`src/rtl/mac_seg_rx_to_mfb_if.sv`:
```
// ---------------------------------------------------------------------------
// mac_seg_rx_to_mfb_if
//
// Purpose : Bundles the F-Tile MAC segmented RX stream (input side) and the
//           NDK MFB stream (output side) of mac_seg_rx_to_mfb.
//
// Signals : RX_MAC_DATA/INFRAME/EOP_EMPTY/FCS_ERROR/ERROR/VALID - MAC segments
//           TX_MFB_DATA/SOF/EOF/SOF_POS/EOF_POS/ERROR/SRC_RDY  - MFB word
//
// Modports: slave  - the converter (consumes MAC segments, produces MFB)
//           master - the environment (drives MAC segments, observes MFB)
// ---------------------------------------------------------------------------
interface mac_seg_rx_to_mfb_if #(
    parameter int SEGMENTS    = 4,
    parameter int REGIONS     = 1,
    parameter int REGION_SIZE = 4
);
    localparam int SOF_POS_W = (REGION_SIZE > 1) ? $clog2(REGION_SIZE) : 1;
    localparam int EOF_POS_W = $clog2(REGION_SIZE * 8);

    logic [SEGMENTS*64-1:0]          RX_MAC_DATA;
    logic [SEGMENTS-1:0]             RX_MAC_INFRAME;
    logic [SEGMENTS*3-1:0]           RX_MAC_EOP_EMPTY;
    logic [SEGMENTS-1:0]             RX_MAC_FCS_ERROR;
    logic [SEGMENTS*2-1:0]           RX_MAC_ERROR;
    logic                            RX_MAC_VALID;

    logic [SEGMENTS*64-1:0]          TX_MFB_DATA;
    logic [REGIONS-1:0]              TX_MFB_SOF;
    logic [REGIONS-1:0]              TX_MFB_EOF;
    logic [REGIONS*SOF_POS_W-1:0]    TX_MFB_SOF_POS;
    logic [REGIONS*EOF_POS_W-1:0]    TX_MFB_EOF_POS;
    logic [REGIONS-1:0]              TX_MFB_ERROR;
    logic                            TX_MFB_SRC_RDY;

    modport slave (
        input  RX_MAC_DATA, RX_MAC_INFRAME, RX_MAC_EOP_EMPTY,
               RX_MAC_FCS_ERROR, RX_MAC_ERROR, RX_MAC_VALID,
        output TX_MFB_DATA, TX_MFB_SOF, TX_MFB_EOF, TX_MFB_SOF_POS,
               TX_MFB_EOF_POS, TX_MFB_ERROR, TX_MFB_SRC_RDY
    );

    modport master (
        output RX_MAC_DATA, RX_MAC_INFRAME, RX_MAC_EOP_EMPTY,
               RX_MAC_FCS_ERROR, RX_MAC_ERROR, RX_MAC_VALID,
        input  TX_MFB_DATA, TX_MFB_SOF, TX_MFB_EOF, TX_MFB_SOF_POS,
               TX_MFB_EOF_POS, TX_MFB_ERROR, TX_MFB_SRC_RDY
    );
endinterface

```
`src/rtl/mac_seg_rx_to_mfb.sv`:
```
// ---------------------------------------------------------------------------
// mac_seg_rx_to_mfb
//
// Purpose : Converts the F-Tile MAC segmented RX stream into an NDK MFB
//           stream. SOP/EOP are derived from inframe transitions, errored
//           frames are flagged at EOF, and after reset the output stays
//           silent until a frame boundary has been observed.
//           Two-stage pipeline, fixed latency of 2 cycles, 1 word/cycle.
//
// Ports   : CLK, RESET  - clock, asynchronous active-high reset
//           bus (slave) - MAC segment input / MFB output bundle
//           PROTO_ERR   - sticky: more than one SOP or EOP in a region
//           CNT_CLEAR, CNT_FRAMES, CNT_ERRORS - frame/error counters,
//                         present only when MAC_SEG_RX_STATS_EN is defined
//
// Options : `define MAC_SEG_RX_STATS_EN to add the statistics counters.
// ---------------------------------------------------------------------------
module mac_seg_rx_to_mfb #(
    parameter int SEGMENTS    = 4,
    parameter int REGIONS     = 1,
    parameter int REGION_SIZE = 4,
    parameter int BLOCK_SIZE  = 8,
    parameter int ITEM_WIDTH  = 8
) (
    input  logic                  CLK,
    input  logic                  RESET,
    mac_seg_rx_to_mfb_if.slave    bus,
`ifdef MAC_SEG_RX_STATS_EN
    input  logic                  CNT_CLEAR,
    output logic [63:0]           CNT_FRAMES,
    output logic [63:0]           CNT_ERRORS,
`endif
    output logic                  PROTO_ERR
);
    localparam int SEG_W     = BLOCK_SIZE * ITEM_WIDTH;
    localparam int EMPTY_W   = $clog2(BLOCK_SIZE);
    localparam int SOF_POS_W = (REGION_SIZE > 1) ? $clog2(REGION_SIZE) : 1;
    localparam int EOF_POS_W = $clog2(REGION_SIZE * BLOCK_SIZE);

    // Lowest SOP block index inside one region.
    function automatic logic [SOF_POS_W-1:0] sof_pos_enc(input logic [REGION_SIZE-1:0] sop);
        logic [SOF_POS_W-1:0] pos;
        pos = '0;
        for (int j = REGION_SIZE - 1; j >= 0; j--)
            if (sop[j]) pos = SOF_POS_W'(j);
        return pos;
    endfunction

    // Last valid byte of the EOP block: block*BLOCK_SIZE + BLOCK_SIZE-1 - empty.
    function automatic logic [EOF_POS_W-1:0] eof_pos_enc(input logic [REGION_SIZE-1:0]         eop,
                                                         input logic [REGION_SIZE*EMPTY_W-1:0] empty);
        logic [EOF_POS_W-1:0] pos;
        pos = '0;
        for (int j = REGION_SIZE - 1; j >= 0; j--)
            if (eop[j])
                pos = EOF_POS_W'(BLOCK_SIZE * j + BLOCK_SIZE - 1 - int'(empty[j*EMPTY_W +: EMPTY_W]));
        return pos;
    endfunction

    // Error bit taken from the EOP segment only.
    function automatic logic eop_err_sel(input logic [REGION_SIZE-1:0] eop,
                                         input logic [REGION_SIZE-1:0] err);
        logic sel;
        sel = 1'b0;
        for (int j = REGION_SIZE - 1; j >= 0; j--)
            if (eop[j]) sel = err[j];
        return sel;
    endfunction

    function automatic logic multi_hot(input logic [REGION_SIZE-1:0] v);
        int n;
        n = 0;
        for (int j = 0; j < REGION_SIZE; j++) n += int'(v[j]);
        return n > 1;
    endfunction

    typedef enum logic {SYNC, RUN} state_t;
    state_t state, state_next;

    logic                         prev_inframe;
    // prev_inframe holds its reset value until the first valid word; in SYNC
    // that value is not evidence of an idle line, so segment 0 may only open
    // the output once a real word has been seen.
    logic                         prev_seen;
    logic [SEGMENTS-1:0]          prev_vec, sop_raw, eop_raw, sync_qual, seg_mask, seg_err;
    logic                         hit, emit;

    logic                         vld_p1;
    logic [SEGMENTS*SEG_W-1:0]    data_p1;
    logic [SEGMENTS-1:0]          sop_p1, eop_p1, err_p1;
    logic [SEGMENTS*EMPTY_W-1:0]  empty_p1;

    logic [REGIONS-1:0]           sof_c, eof_c, err_c;
    logic [REGIONS*SOF_POS_W-1:0] sof_pos_c;
    logic [REGIONS*EOF_POS_W-1:0] eof_pos_c;
    logic                         multi_c;

    logic                         vld_p2, proto_err;
    logic [REGIONS-1:0]           sof_p2, eof_p2, err_p2;
    logic [SEGMENTS*SEG_W-1:0]    data_p2;
    logic [REGIONS*SOF_POS_W-1:0] sof_pos_p2;
    logic [REGIONS*EOF_POS_W-1:0] eof_pos_p2;

    always_comb begin
        prev_vec    = '0;
        prev_vec[0] = prev_inframe;
        for (int i = 1; i < SEGMENTS; i++) prev_vec[i] = bus.RX_MAC_INFRAME[i-1];
        sync_qual    = ~prev_vec;
        sync_qual[0] = ~prev_inframe & prev_seen;
        for (int i = 0; i < SEGMENTS; i++)
            seg_err[i] = bus.RX_MAC_FCS_ERROR[i] | (|bus.RX_MAC_ERROR[2*i +: 2]);
    end

    assign sop_raw = ~prev_vec & bus.RX_MAC_INFRAME;
    assign eop_raw = prev_vec & ~bus.RX_MAC_INFRAME;

    always_ff @(posedge CLK or posedge RESET) begin
        if (RESET) state <= SYNC;
        else       state <= state_next;
    end

    // In SYNC the word is opened at the first segment preceded by an idle
    // segment; everything before it belongs to a frame cut by reset.
    always_comb begin
        state_next = state;
        seg_mask   = '1;
        emit       = bus.RX_MAC_VALID;
        hit        = 1'b0;
        if (state == SYNC) begin
            for (int i = 0; i < SEGMENTS; i++) begin
                hit         = hit | sync_qual[i];
                seg_mask[i] = hit;
            end
            emit = bus.RX_MAC_VALID & hit;
            if (emit) state_next = RUN;
        end
    end

    // ---- stage 1: register inputs and masked SOP/EOP vectors ----
    always_ff @(posedge CLK or posedge RESET) begin
        if (RESET) begin
            prev_inframe <= 1'b0;
            prev_seen    <= 1'b0;
            vld_p1       <= 1'b0;
        end else begin
            vld_p1 <= emit;
            if (bus.RX_MAC_VALID) begin
                prev_inframe <= bus.RX_MAC_INFRAME[SEGMENTS-1];
                prev_seen    <= 1'b1;
            end
        end
    end

    always_ff @(posedge CLK) begin
        if (bus.RX_MAC_VALID) begin
            data_p1  <= bus.RX_MAC_DATA;
            sop_p1   <= sop_raw & seg_mask;
            eop_p1   <= eop_raw & seg_mask;
            err_p1   <= seg_err;
            empty_p1 <= bus.RX_MAC_EOP_EMPTY;
        end
    end

    // ---- stage 2: per-region position encoding, output registers ----
    always_comb begin
        sof_c     = '0;
        eof_c     = '0;
        err_c     = '0;
        sof_pos_c = '0;
        eof_pos_c = '0;
        multi_c   = 1'b0;
        for (int r = 0; r < REGIONS; r++) begin
            sof_c[r] = vld_p1 & (|sop_p1[r*REGION_SIZE +: REGION_SIZE]);
            eof_c[r] = vld_p1 & (|eop_p1[r*REGION_SIZE +: REGION_SIZE]);
            err_c[r] = eof_c[r] & eop_err_sel(eop_p1[r*REGION_SIZE +: REGION_SIZE],
                                              err_p1[r*REGION_SIZE +: REGION_SIZE]);
            sof_pos_c[r*SOF_POS_W +: SOF_POS_W] = sof_pos_enc(sop_p1[r*REGION_SIZE +: REGION_SIZE]);
            eof_pos_c[r*EOF_POS_W +: EOF_POS_W] =
                eof_pos_enc(eop_p1[r*REGION_SIZE +: REGION_SIZE],
                            empty_p1[r*REGION_SIZE*EMPTY_W +: REGION_SIZE*EMPTY_W]);
            multi_c = multi_c | (vld_p1 & (multi_hot(sop_p1[r*REGION_SIZE +: REGION_SIZE]) |
                                           multi_hot(eop_p1[r*REGION_SIZE +: REGION_SIZE])));
        end
    end

    always_ff @(posedge CLK or posedge RESET) begin
        if (RESET) begin
            vld_p2    <= 1'b0;
            sof_p2    <= '0;
            eof_p2    <= '0;
            err_p2    <= '0;
            proto_err <= 1'b0;
        end else begin
            vld_p2    <= vld_p1;
            sof_p2    <= sof_c;
            eof_p2    <= eof_c;
            err_p2    <= err_c;
            proto_err <= proto_err | multi_c;
        end
    end

    always_ff @(posedge CLK) begin
        if (vld_p1) begin
            data_p2    <= data_p1;
            sof_pos_p2 <= sof_pos_c;
            eof_pos_p2 <= eof_pos_c;
        end
    end

    assign bus.TX_MFB_DATA    = data_p2;
    assign bus.TX_MFB_SOF     = sof_p2;
    assign bus.TX_MFB_EOF     = eof_p2;
    assign bus.TX_MFB_SOF_POS = sof_pos_p2;
    assign bus.TX_MFB_EOF_POS = eof_pos_p2;
    assign bus.TX_MFB_ERROR   = err_p2;
    assign bus.TX_MFB_SRC_RDY = vld_p2;
    assign PROTO_ERR          = proto_err;

`ifdef MAC_SEG_RX_STATS_EN
    localparam int CNT_W = $clog2(REGIONS + 1);
    logic [CNT_W-1:0] n_eof, n_err;
    logic [63:0]      cnt_frames, cnt_errors;

    // Counted from the stage-2 inputs so totals move together with the output.
    always_comb begin
        n_eof = '0;
        n_err = '0;
        for (int r = 0; r < REGIONS; r++) begin
            n_eof = n_eof + CNT_W'(eof_c[r]);
            n_err = n_err + CNT_W'(err_c[r]);
        end
    end

    always_ff @(posedge CLK or posedge RESET) begin
        if (RESET) begin
            cnt_frames <= '0;
            cnt_errors <= '0;
        end else if (CNT_CLEAR) begin
            cnt_frames <= '0;
            cnt_errors <= '0;
        end else begin
            cnt_frames <= cnt_frames + 64'(n_eof);
            cnt_errors <= cnt_errors + 64'(n_err);
        end
    end

    assign CNT_FRAMES = cnt_frames;
    assign CNT_ERRORS = cnt_errors;
`endif
endmodule
```
`src/flat_wrapper.sv`:
```
// flat-port wrapper written by rule: the top's interface ports become plain ports
module mac_seg_rx_to_mfb_flat 
#(
    parameter int SEGMENTS    = 4,
    parameter int REGIONS     = 1,
    parameter int REGION_SIZE = 4,
    parameter int BLOCK_SIZE  = 8,
    parameter int ITEM_WIDTH  = 8
)
  (CLK, RESET, PROTO_ERR, bus_RX_MAC_DATA, bus_RX_MAC_INFRAME, bus_RX_MAC_EOP_EMPTY, bus_RX_MAC_FCS_ERROR, bus_RX_MAC_ERROR, bus_RX_MAC_VALID, bus_TX_MFB_DATA, bus_TX_MFB_SOF, bus_TX_MFB_EOF, bus_TX_MFB_SOF_POS, bus_TX_MFB_EOF_POS, bus_TX_MFB_ERROR, bus_TX_MFB_SRC_RDY);
  mac_seg_rx_to_mfb_if #(.SEGMENTS(SEGMENTS), .REGIONS(REGIONS), .REGION_SIZE(REGION_SIZE)) bus_i ();
  input  logic CLK;
  input  logic RESET;
  output logic PROTO_ERR;
  input wire logic [$bits(bus_i.RX_MAC_DATA)-1:0] bus_RX_MAC_DATA;
  input wire logic [$bits(bus_i.RX_MAC_INFRAME)-1:0] bus_RX_MAC_INFRAME;
  input wire logic [$bits(bus_i.RX_MAC_EOP_EMPTY)-1:0] bus_RX_MAC_EOP_EMPTY;
  input wire logic [$bits(bus_i.RX_MAC_FCS_ERROR)-1:0] bus_RX_MAC_FCS_ERROR;
  input wire logic [$bits(bus_i.RX_MAC_ERROR)-1:0] bus_RX_MAC_ERROR;
  input wire logic [$bits(bus_i.RX_MAC_VALID)-1:0] bus_RX_MAC_VALID;
  output wire logic [$bits(bus_i.TX_MFB_DATA)-1:0] bus_TX_MFB_DATA;
  output wire logic [$bits(bus_i.TX_MFB_SOF)-1:0] bus_TX_MFB_SOF;
  output wire logic [$bits(bus_i.TX_MFB_EOF)-1:0] bus_TX_MFB_EOF;
  output wire logic [$bits(bus_i.TX_MFB_SOF_POS)-1:0] bus_TX_MFB_SOF_POS;
  output wire logic [$bits(bus_i.TX_MFB_EOF_POS)-1:0] bus_TX_MFB_EOF_POS;
  output wire logic [$bits(bus_i.TX_MFB_ERROR)-1:0] bus_TX_MFB_ERROR;
  output wire logic [$bits(bus_i.TX_MFB_SRC_RDY)-1:0] bus_TX_MFB_SRC_RDY;
  assign bus_i.RX_MAC_DATA = bus_RX_MAC_DATA;
  assign bus_i.RX_MAC_INFRAME = bus_RX_MAC_INFRAME;
  assign bus_i.RX_MAC_EOP_EMPTY = bus_RX_MAC_EOP_EMPTY;
  assign bus_i.RX_MAC_FCS_ERROR = bus_RX_MAC_FCS_ERROR;
  assign bus_i.RX_MAC_ERROR = bus_RX_MAC_ERROR;
  assign bus_i.RX_MAC_VALID = bus_RX_MAC_VALID;
  assign bus_TX_MFB_DATA = bus_i.TX_MFB_DATA;
  assign bus_TX_MFB_SOF = bus_i.TX_MFB_SOF;
  assign bus_TX_MFB_EOF = bus_i.TX_MFB_EOF;
  assign bus_TX_MFB_SOF_POS = bus_i.TX_MFB_SOF_POS;
  assign bus_TX_MFB_EOF_POS = bus_i.TX_MFB_EOF_POS;
  assign bus_TX_MFB_ERROR = bus_i.TX_MFB_ERROR;
  assign bus_TX_MFB_SRC_RDY = bus_i.TX_MFB_SRC_RDY;
  mac_seg_rx_to_mfb #(.SEGMENTS(SEGMENTS), .REGIONS(REGIONS), .REGION_SIZE(REGION_SIZE), .BLOCK_SIZE(BLOCK_SIZE), .ITEM_WIDTH(ITEM_WIDTH)) u_core (.CLK(CLK), .RESET(RESET), .bus(bus_i), .PROTO_ERR(PROTO_ERR));
endmodule
```
`config.mk`:
```
export PLATFORM = sky130hd
export DESIGN_NAME = mac_seg_rx_to_mfb_flat
export DESIGN_NICKNAME = d
export VERILOG_FILES = /design/src/rtl/mac_seg_rx_to_mfb_if.sv /design/src/rtl/mac_seg_rx_to_mfb.sv /design/src/flat_wrapper.sv
export SDC_FILE = /design/constraint.sdc
export NUM_CORES = 1
export LEC_CHECK = 0
export BUFFER_PORTS_ARGS = -buffer_cell sky130_fd_sc_hd__buf_2
export CORE_ASPECT_RATIO = 1.2
export CORE_UTILIZATION = 31
export DETAILED_ROUTE_END_ITERATION = 12
export PLACE_DENSITY_LB_ADDON = 0.2
export SLEW_MARGIN = 20
export SYNTH_ARGS = -nofsm -noshare
export SYNTH_HDL_FRONTEND = slang
export SYNTH_SLANG_ARGS = --single-unit
```
`constraint.sdc`:
```
create_clock -name CLK -period 7.15 [get_ports CLK]
set_input_delay 2.145 -clock CLK [delete_from_list [all_inputs] [get_ports CLK]]
set_output_delay 2.145 -clock CLK [all_outputs]
set_load 0.005 [all_outputs]
```
==> summary.txt <==
worst ir drop on vdd -> 0.0001854 V
Max Buffers Root-to-Sink -> 3
Slew headroom -> 0.3431
top post-synthesis cells by area -> edfxtp_1, dfrtp_1, ha_1
Critical Path AT -> 3.61 ns
Clock power frac -> 0.395
largest net degree at the start of global routing -> 165
vias -> 8203
RSZ-0062 raised after global routing -> no
Least-Margin Pin Slew -> 0.9853 ns
min cycle time layout -> 3.408 ns
Final nets -> 1532
root buffer cell -> clkbuf_16
cts repair resizes -> 0
sum of negative setup slack -> 0 ns
# setup viols final -> 0
DIE HEIGHT -> 258.4 um
final instance area -> 22430 um^2
vias per cell -> 4.102
clock latency on the worst-skew pair -> 0.59 ns
Comb power frac -> 0.043
type of the most critical hold path -> reg2reg
slowest stage delay, CP -> 0.74 ns
Synth Warn # -> 0
reg2reg end -> u_core.bus.TX_MFB_DATA[236]
routed len/inst -> 19.68 um
area grow syn2layout -> 32.08%
Final ANT Viol Nets -> 0
CTS tree -> built
Reg clk slew, reported paths -> 0.06 ns
Crit path buffers/inverters -> 2
post-synth top area cell -> edfxtp_1
kind of critical path -> in2reg
Mapped Cells -> 624
Inserted Clock Buffers -> 55
NetSw -> 0.001419 W
CTS Sinks -> 552
vias in the first global route -> 8653
core area -> 53880 um^2
Die ar. -> 55730 um^2
# hold bufs at CTS -> 0
crit-path cells -> buf_8, buf_4
Placed Instance Area -> 20710 um^2
Synth cell types -> 28
Setup crit end kind -> flip-flop
Routed WL -> 39360 um
final hold vios -> 0
post-synth top area share -> 0.9601
Critical-path top delay cell -> buf_4
post-DP HPWL -> 27480 um
H-tree Lvls -> 2
worst r2r path cells -> 1
grt total ovfl -> 0
Util after Layout -> 0.4163
sequential share of power -> 0.562
worst r2r src -> u_core.vld_p1
initial antenna violation count -> 15
Overall Power -> 0.006940 W
PwrDens -> 309.4 nW/um^2
Tot GR Track Use -> 0.1366
routability cong. -> 0.7929
Startpoint Class -> primary input
CP delay by family, top -> buffers and inverters
first-pass GRT wire length -> 55760 um
proportion of layout cells with a drive suffix above 1 -> 0.5016
CP Max Fanout -> 97
initial DRC count -> 493
PortBufs -> 554
Post-Syn Area per Cell -> 27.22 um^2
Layout fillers -> 4847
Post-Route Skew -> 0.01486 ns
Final Max Slew Viols -> 0
synthesized area -> 16980 um^2
fmax -> 293.4 MHz
final worst path period share -> 0.4767
hold_sp -> u_core.data_p1[129]
register area share after synthesis -> 0.9734
Leakage -> 8.667 nW
Sw Ratio -> 0.2045
Starting Density -> 0.3152
DRC Markers -> 0
terminating pin of the worst hold path -> u_core.bus.TX_MFB_DATA[129]
cell internal pwr -> 0.005521 W
Syn Nets -> 917
number of synthesized register bits -> 552
Die X -> 215.7 um
FP Rows -> 93
critical path required time -> 7.35 ns
Ports -> 555
total setup buffers inserted after CTS -> 0
max-capacitance violation count -> 0
Hold Path Depth -> 0
r2r setup slk -> 4.93 ns
Pre-Repair DR Iteration Count -> 4
outcome -> complete, no violations
cells in the final DEF (no fill, tap or decap), types with 2 or more instances in the layout:
| cell | netlist | final |
|---|---|---|
| buf_4 | 0 | 2 |
| nor2b_1 | 6 | 6 |
| o21ai_0 | 3 | 3 |
| buf_12 | 0 | 2 |
| clkbuf_16 | 0 | 55 |
| inv_6 | 0 | 3 |
| buf_2 | 0 | 553 |
| clkinv_4 | 0 | 2 |
| inv_1 | 10 | 10 |
| bufinv_16 | 0 | 4 |
| a31oi_1 | 2 | 2 |
| or3_1 | 4 | 4 |
| clkinv_1 | 0 | 11 |
| nand2b_1 | 2 | 2 |
| nand2_1 | 9 | 9 |
| a21oi_1 | 4 | 4 |
| ha_1 | 6 | 6 |
| dfrtp_1 | 9 | 8 |
| clkinvlp_4 | 0 | 4 |
| and3_1 | 2 | 2 |
| nor3_1 | 2 | 2 |
| o221a_1 | 2 | 2 |
| clkbuf_1 | 0 | 9 |
| o22ai_1 | 3 | 3 |
| diode_2 | 0 | 8 |
| clkinv_2 | 0 | 10 |
| edfxtp_1 | 543 | 543 |
| nor2_1 | 5 | 5 |
kinds of logic after synthesis:
group,count (synthesis),synth area share
DFF,552,0.9734
and+or+nand+nor,34,0.01083
AOI/OAI and AO/OA,21,0.008915
buffers and inverters,11,0.002431
adders and majority gates,6,0.004420
state kept, by name (all words and copies together) (netlist names):
name and flops:
u_core.PROTO_ERR 1, u_core.bus.TX_MFB_DATA 256, u_core.bus.TX_MFB_EOF 1, u_core.bus.TX_MFB_EOF_POS 5, u_core.bus.TX_MFB_ERROR 1, u_core.bus.TX_MFB_SOF 1, u_core.bus.TX_MFB_SOF_POS 2, u_core.bus.TX_MFB_SRC_RDY 1
u_core.data_p1 256, u_core.empty_p1 12, u_core.eop_p1 4, u_core.err_p1 4, u_core.prev_inframe 1, u_core.prev_seen 1, u_core.sop_p1 4, u_core.state 1
u_core.vld_p1 1
layout make-up:
| cell class | instances | area [um^2] | share of cell area |
|---|---|---|---|
| Timing Repair Buffer | 558 | 2838 | 0.1265 |
| Multi-Input combinational cell | 61 | 410.4 | 0.01830 |
| Inverter | 11 | 41.29 | 0.001841 |
| Clock buffer | 64 | 1410 | 0.06287 |
| Tap cell | 712 | 890.9 | 0.03972 |
| Clock inverter | 34 | 285.3 | 0.01272 |
| Antenna cell | 8 | 20.02 | 0.0008925 |
| Sequential cell | 552 | 16530 | 0.7372 |
power groups by stage:
stage	combinational [W]	sequential (W)	clock (W)
global route	0.000327	0.00392	0.00295
CTS	0.000310	0.00391	0.00283
finish	0.000298	0.00390	0.00274
floorplan	0.0000192	0.00400	0
detailed placement	0.000310	0.00397	0
global placement	0.000306	0.00396	0
layer usage:
metal  up-vias  routed length, um  track usage
met1      4021              13540       0.1401
met2       313              21520       0.2502
met3        94               2905      0.04683
met4        16               1301      0.05950
met5         -                 96            0
li1       3759                  -            -
synthesized netlist by cell type:
master	n
nand2_1	9
o221a_1	2
edfxtp_1	543
or3_1	4
nor4_1	1
a21boi_0	1
nor2b_1	6
a22oi_1	1
or2_2	1
and3_1	2
a211oi_2	1
o21ai_0	3
o22ai_1	3
inv_2	1
nor3_1	2
ha_1	6
a221oi_1	1
nand2b_1	2
a21boi_2	1
dfrtp_1	9
inv_1	10
a31oi_1	2
a21o_1	1
nor3b_1	1
a21oi_1	4
nor2_1	5
a211oi_1	1
nand2b_4	1
how the worst max path moves through the flow:
stage,end,cells after the start,startpoint,slack (ns)
floorplan,u_core.bus.TX_MFB_ERROR,2,u_core.vld_p1,0.53
global placement,u_core.data_p1[74],2,bus_RX_MAC_VALID,3.18
detailed placement,u_core.data_p1[251],2,bus_RX_MAC_VALID,3.13
CTS,u_core.data_p1[54],2,bus_RX_MAC_VALID,3.76
global route,u_core.data_p1[17],2,bus_RX_MAC_VALID,3.63
finish,u_core.data_p1[17],2,bus_RX_MAC_VALID,3.74
per-stage QoR:
| step | cells | hold WS [ns] | worst slack (ns) |
|---|---|---|---|
| after detailed placement | 1894 | 0.4045 | 3.127 |
| after global routing | 1999 | 0.4110 | 3.631 |
| after floorplan | 624 | 0.4003 | 0.5254 |
| after CTS | 1992 | 0.4134 | 3.762 |
| final | 2000 | 0.4086 | 3.742 |
| after global placement | 1894 | 0.4002 | 3.180 |
No activity file was read; power rests on OpenSTA's default activity.
